<file path="src/rtl/y86_mem_arbiter.sv">
// y86_mem_arbiter: shares one fixed-latency memory port between the y86 core (port 0) and the loader (port 1).
// Define Y86_ARB_ROUND_ROBIN_EN to alternate the winner on contention instead of fixed port-0 priority.
module y86_mem_arbiter #(
   parameter int AW      = 32,
   parameter int DW      = 32,
   parameter int MEM_LAT = 1
) (
   input  logic          clk,
   input  logic          rst,
   input  logic          req0,
   input  logic          we0,
   input  logic [AW-1:0] addr0,
   input  logic [DW-1:0] wdata0,
   output logic          ack0,
   output logic          gnt0,
   output logic [DW-1:0] rdata0,
   input  logic          req1,
   input  logic          we1,
   input  logic [AW-1:0] addr1,
   input  logic [DW-1:0] wdata1,
   output logic          ack1,
   output logic          gnt1,
   output logic [DW-1:0] rdata1,
   output logic [AW-1:0] mem_addr,
   output logic          mem_re,
   output logic          mem_we,
   output logic [DW-1:0] mem_wdata,
   input  logic [DW-1:0] mem_rdata
);

   typedef enum logic [1:0] {S_IDLE, S_ISSUE, S_WAIT, S_RESP} state_t;

   localparam logic [3:0] LAT_LOAD = 4'(MEM_LAT - 1);

   state_t        r_state;
   logic [3:0]    r_cnt;
   logic          r_win;
   logic          r_we;
   logic          r_ack0, r_ack1, r_gnt0, r_gnt1;
   logic [DW-1:0] r_rdata0, r_rdata1;
   logic [AW-1:0] r_mem_addr;
   logic [DW-1:0] r_mem_wdata;
   logic          r_mem_re, r_mem_we;

   logic          w_pick1;
   logic          w_we_sel;
   logic [AW-1:0] w_addr_sel;
   logic [DW-1:0] w_wdata_sel;

`ifdef Y86_ARB_ROUND_ROBIN_EN
   logic          r_last;  // 1 = port 1 won the most recent transaction
`endif

   always_comb begin
      w_pick1 = 1'b0;
`ifdef Y86_ARB_ROUND_ROBIN_EN
      w_pick1 = req1 && (!req0 || !r_last);
`else
      w_pick1 = req1 && !req0;
`endif
      w_we_sel    = w_pick1 ? we1    : we0;
      w_addr_sel  = w_pick1 ? addr1  : addr0;
      w_wdata_sel = w_pick1 ? wdata1 : wdata0;
   end

   // mem_addr/mem_wdata double as the command latch, so they are loaded on the IDLE grant
   always_ff @(posedge clk or posedge rst) begin
      if (rst) begin
         r_state     <= S_IDLE;
         r_cnt       <= '0;
         r_win       <= 1'b0;
         r_we        <= 1'b0;
         r_ack0      <= 1'b0;
         r_ack1      <= 1'b0;
         r_gnt0      <= 1'b0;
         r_gnt1      <= 1'b0;
         r_rdata0    <= '0;
         r_rdata1    <= '0;
         r_mem_addr  <= '0;
         r_mem_wdata <= '0;
         r_mem_re    <= 1'b0;
         r_mem_we    <= 1'b0;
`ifdef Y86_ARB_ROUND_ROBIN_EN
         r_last      <= 1'b1;
`endif
      end else begin
         case (r_state)
            S_IDLE: begin
               if (req0 || req1) begin
                  r_win       <= w_pick1;
                  r_we        <= w_we_sel;
                  r_gnt0      <= !w_pick1;
                  r_gnt1      <= w_pick1;
                  r_mem_addr  <= w_addr_sel;
                  r_mem_wdata <= w_wdata_sel;
                  r_mem_re    <= !w_we_sel;
                  r_mem_we    <= w_we_sel;
                  r_state     <= S_ISSUE;
               end
            end
            S_ISSUE: begin
               r_mem_re <= 1'b0;
               r_mem_we <= 1'b0;
               r_cnt    <= LAT_LOAD;
               r_state  <= S_WAIT;
            end
            S_WAIT: begin
               if (r_cnt == '0) begin
                  if (!r_we) begin
                     if (r_win) r_rdata1 <= mem_rdata;
                     else       r_rdata0 <= mem_rdata;
                  end
                  r_ack0  <= !r_win;
                  r_ack1  <= r_win;
                  r_state <= S_RESP;
               end else begin
                  r_cnt <= r_cnt - 4'd1;
               end
            end
            S_RESP: begin
               r_ack0  <= 1'b0;
               r_ack1  <= 1'b0;
               r_gnt0  <= 1'b0;
               r_gnt1  <= 1'b0;
`ifdef Y86_ARB_ROUND_ROBIN_EN
               r_last  <= r_win;
`endif
               r_state <= S_IDLE;
            end
            default: r_state <= S_IDLE;
         endcase
      end
   end

   assign ack0      = r_ack0;
   assign ack1      = r_ack1;
   assign gnt0      = r_gnt0;
   assign gnt1      = r_gnt1;
   assign rdata0    = r_rdata0;
   assign rdata1    = r_rdata1;
   assign mem_addr  = r_mem_addr;
   assign mem_wdata = r_mem_wdata;
   assign mem_re    = r_mem_re;
   assign mem_we    = r_mem_we;

endmodule
</file>
<file path="config.mk">
export PLATFORM = sky130hd
export DESIGN_NAME = y86_mem_arbiter
export DESIGN_NICKNAME = d
export VERILOG_FILES = /design/src/rtl/y86_mem_arbiter.sv
export SDC_FILE = /design/constraint.sdc
export NUM_CORES = 1
export LEC_CHECK = 0
export BUFFER_PORTS_ARGS = -buffer_cell sky130_fd_sc_hd__buf_2
export CAP_MARGIN = 20
export CORE_ASPECT_RATIO = 1.75
export CORE_MARGIN = 3
export CORE_UTILIZATION = 46
export CTS_CLUSTER_DIAMETER = 150
export CTS_CLUSTER_SIZE = 12
export DETAILED_ROUTE_END_ITERATION = 8
export PLACE_DENSITY_LB_ADDON = 0.08
export REMOVE_ABC_BUFFERS = 1
export SLEW_MARGIN = 20
export SYNTH_ARGS = -nofsm -noshare
export SYNTH_HDL_FRONTEND = slang
export SYNTH_SLANG_ARGS = --single-unit
</file>
<file path="constraint.sdc">
create_clock -name clk -period 5.5 [get_ports clk]
set_clock_uncertainty 0.05 [all_clocks]
set_input_delay 1.1 -clock clk [delete_from_list [all_inputs] [get_ports clk]]
set_output_delay 1.1 -clock clk [all_outputs]
set_load 0.02 [all_outputs]
</file>
* Yosys cells after proc, flatten, opt, wreduce, memory -nomap -nowiden *
Index checks and enable logic that the tools add are counted.

word-level totals
  output and inout bits = 134
  word-level logic and storage cells = 63
  bits of input ports = 166
  register bits after elaboration = 142

operators by class
  reduce and logical (&&, ||, !) cells = 20
  bitwise gates (word level) = 2
  add/subtract/negate cells = 1
  mux-type cells = 20
  equality and inequality tests = 6

operators with widths
  kind                                                                   count
  32-bit two-way mux                                                     2
  1-bit one-hot mux with 2 select lines                                  6
  2-bit AND reduction                                                    6
  2-bit one-hot mux with 4 select lines                                  1
  4-bit one-hot mux with 2 select lines                                  1
  4-bit AND reduction                                                    2
  2-bit nonzero test                                                     4
  1-bit two-way mux                                                      7
  2-bit inequality test, second input constant                           3
  2-bit equality test, second input constant                             2
  1-bit logical NOT                                                      4
  4-bit logical NOT                                                      1
  2-bit two-way mux                                                      2
  4-bit two-way mux                                                      1
  4-bit by 1-bit subtractor with 4-bit output, second input constant     1
  2-bit by 1-bit equality test with 1-bit output, second input constant  1
  2-bit logical NOT                                                      1
  1-bit inverter                                                         2
  1-bit logical AND                                                      1
  1-bit logical OR                                                       1

* Longest topological paths before layout *
  depth in word-level cells = 6
  gate-level depth with buffers = 7
  mapped depth without buffers = 5

* Least setup slack after synthesis *
Ideal clock, no wire load.

  path type = input to register
  start = input req1
  end = register r_mem_wdata[10], in the netlist mem_wdata[10]
  data required time = 5,315 ps
  setup time = 135 ps
  path slack = 3,291 ps
  arrival time = 2,024 ps
  cell stages on the path = 4
  buffers on the path = 2
  cell sequence = o21ai_0 -> clkbuf_1 -> clkbuf_1 -> o21ai_0

on the way
  cells in the longest elaborated chain, start to end = 2
  elaborated cells between the ends (all ways) = 4
  those cells by class = mux: 1; reduce/logical: 3

RTL lines
  item                                                              line    text
  start: declaration                                                17      input logic req1,
  1-bit logical AND / 1-bit logical OR (equally long branches)      59, 89
  32-bit two-way mux / 2-bit AND reduction (equally long branches)  --
  end signal: assignment                                            95      r_mem_wdata <= w_wdata_sel;
  end: declaration                                                  42      logic [DW-1:0] r_mem_wdata;

Parallel ways exist; a longest one is shown, timed or not.
A chain may end at the register's enable or synchronous reset.

* Worst setup path in the final report *
  start = input req1
  end = register r_mem_addr[20], in the netlist mem_addr[20]

on the way
  cells in the longest elaborated chain, start to end = 2
  elaborated cells between the ends (all ways) = 4
  those cells by class = mux: 1; reduce/logical: 3

RTL lines
  item                                                              line    text
  1-bit logical AND / 1-bit logical OR (equally long branches)      59, 89
  32-bit two-way mux / 2-bit AND reduction (equally long branches)  --
  end signal: assignment                                            94      r_mem_addr <= w_addr_sel;
  end: declaration                                                  41      logic [AW-1:0] r_mem_addr;

Parallel ways exist; a longest one is shown, timed or not.

==> out/results.ini <==
[run_status]
outcome = finished clean

[yosys]
yosys.area_share.adder_pct = 1.41
ys_seq_area_share_pct = 57.1
synth.top_cell.area_share_pct = 57.1
muxShareOfSynthArea_pct = 24.2
yosys.area_share.simple_pct = 7.36
synthDistinctLibCells = 32
synth_top_family_by_area = multiplexers
syn_inst = 498
synth-compound-area-share_pct = 7.04
synthTopCellsByArea = dfrtp_1, mux2i_1, mux2_4
yosysTopAreaCell = dfrtp_1
avgSynthCellArea_um2 = 12.5
synth-seq-cells = 142
synth-xor-area-share_pct = 0
syn_area_um2 = 6220
yosys_warnings = 0

[clock_tree]
postCtsSetupBuffers = 0
holdBufCountCts = 0
cts.sinks = 142
cts_max_path_buffers = 2
cts_resized = 0
path_clk_slew_ns = 0.06
cts_tree = done
htree_levels = 4
worstSkewPairLatency_ns = 0.41
cts-root-buf = clkbuf_16
numCtsBuffers = 17

[drt]
viasPerCell = 5.04
drtIter0Drc = 123
drc = 0
wl_per_cell_um = 17.4
detailroute.via_count = 4928
dr.pass1.iters = 4
routed_wl_um = 17000
ant_nets = 0

[pwr]
p_per_area_nw_per_um2 = 622
ir_drop_v = 0.000290
leakagePower_uw = 0.00433

[floorplanning]
start_util_pct = 47.6
die_h_um = 160
die_x_um = 93.9
core-area_um2 = 13100
die-area_um2 = 15000
io_pins = 300
num_rows = 55

[worst_setup_path]
critPathCaptureType = flop
cp_max_fo = 30
critPathKind = input port to flop
worst_setup_path_start_kind = input port
critical_path_required_ns = 5.72
arrival_ns = 2.96

[global_routing]
grt_usage_pct = 22.3
grt_pass1_vias = 5085
grt-ovfl-total = 0
grt_first_pass_wirelength_um = 26100
grt_max_degree = 95
antenna_found_initial = 2

[layout]
final_common_cell = buf_2
final_util_pct = 64.7
drive_above_1_share_pct = 51.1
fillers = 1101
fin_nets = 965
syn_to_final_growth_pct = 35.9
most-common-layout-cells = buf_2, dfrtp_1, nand2_1

[min_path]
hold_path.class = flop to flop

[place]
io_buffers = 299
pre_cts_ws_ns = 2.32
hpwl_um = 13000
gp_congestion = 0.844

[sta]
hold_viol_final = 0
slew_violations = 0
worst_slack_ns = 2.77
period_needed_ns = 2.73
slew_headroom_pct = 32.1
tightest_slew_ns = 1.02
rsz0062_at_grt = no
finalSetupTns_ns = 0
fmax_ghz = 0.366
setup_viol = 0
period_share_pct = 49.7

[flow_run]
maxCapViolations = 0

## layer usage
layer	GRT usage [%]	up-vias	wire length [um]
met5	0	-	7
met4	8.09	2	384
met3	6.13	29	1220
met2	40.1	217	9000
met1	24.5	2343	6390
li1	-	2337	-
## per-stage QoR
| step | hold WS, ns | std cells | power [uW] | instance area (um2) |
|---|---|---|---|---|
| final | 0.430 | 977 | 5260 | 8450 |
| after floorplan | 0.458 | 467 | 3350 | 6070 |
| after detailed placement | 0.420 | 944 | 4150 | 7860 |
| after global routing | 0.452 | 976 | 5570 | 8450 |
| after global placement | 0.407 | 944 | 4080 | 7860 |
| after CTS | 0.435 | 976 | 5320 | 8450 |
## synth_stat cells (all sizes together)
library cell / count
mux2i: 66
nor4b: 2
nand4: 2
dfrtp: 142
o22ai: 1
a22o: 2
a31o: 2
a31oi: 1
or3: 1
or3b: 2
or2b: 1
nand2b: 1
nor2b: 2
clkbuf: 19
a21oi: 4
nand2: 70
nand3: 5
nand4b: 2
inv: 7
ha: 7
buf: 12
a311o: 1
o32a: 1
o21ai: 70
nor3b: 5
mux2: 65
nor2: 5
## area by class of cell
type | count | area (um2) | area share [%]
sequential | 142 | 3550 | 42.0
multi-input combinational | 318 | 2510 | 29.7
timing repair buffer | 306 | 1550 | 18.3
clock buffer | 18 | 439 | 5.19
tap | 171 | 214 | 2.53
clock inverter | 14 | 158 | 1.86
inverter | 7 | 31.3 | 0.370
antenna | 1 | 2.50 | 0.0296
## worst max-delay path: stages
cell     delay (ns)
buf_2          0.17
nor2b_4        0.86
buf_4          0.46
mux2i_1        0.25
o21ai_0        0.09
## registers in the layout, summed over array words and instances, names as in the netlist
signal     count
r_we           1
rdata1        32
rdata0        32
mem_addr      32
r_state        2
mem_we         1
ack0           1
r_win          1
ack1           1
r_cnt          4
gnt0           1
gnt1           1
mem_wdata     32
mem_re         1
## cells by family (layout without fill, tap and decap cells)
| kind of cell | count (synthesis) | in the layout |
|---|---|---|
| other | 0 | 1 |
| and+or+nand+nor | 98 | 98 |
| muxes | 131 | 131 |
| buffers and inverters | 38 | 345 |
| DFF | 142 | 142 |
| adders and majority gates | 7 | 7 |
| AOI/OAI and AO/OA | 82 | 82 |
## worst paths after layout
check,from,end,slack (ns),cells past startpoint
max,req1,mem_addr[20],2.77,5
min,mem_wdata[18],mem_wdata[18],0.43,2
max reg2reg,r_cnt[0],rdata0[30],2.89,6
min reg2reg,mem_wdata[18],mem_wdata[18],0.43,2
max in group asynchronous,rst,rdata0[14],3.40,3
min in group asynchronous,rst,rdata0[31],0.81,2
## report_power, final
part / switching, uW / internal, uW
Clock: 461 / 689
Combinational: 1370 / 910
Sequential: 274 / 1560
Total: 2100 / 3150
No activity file was read; power rests on OpenSTA's default activity.
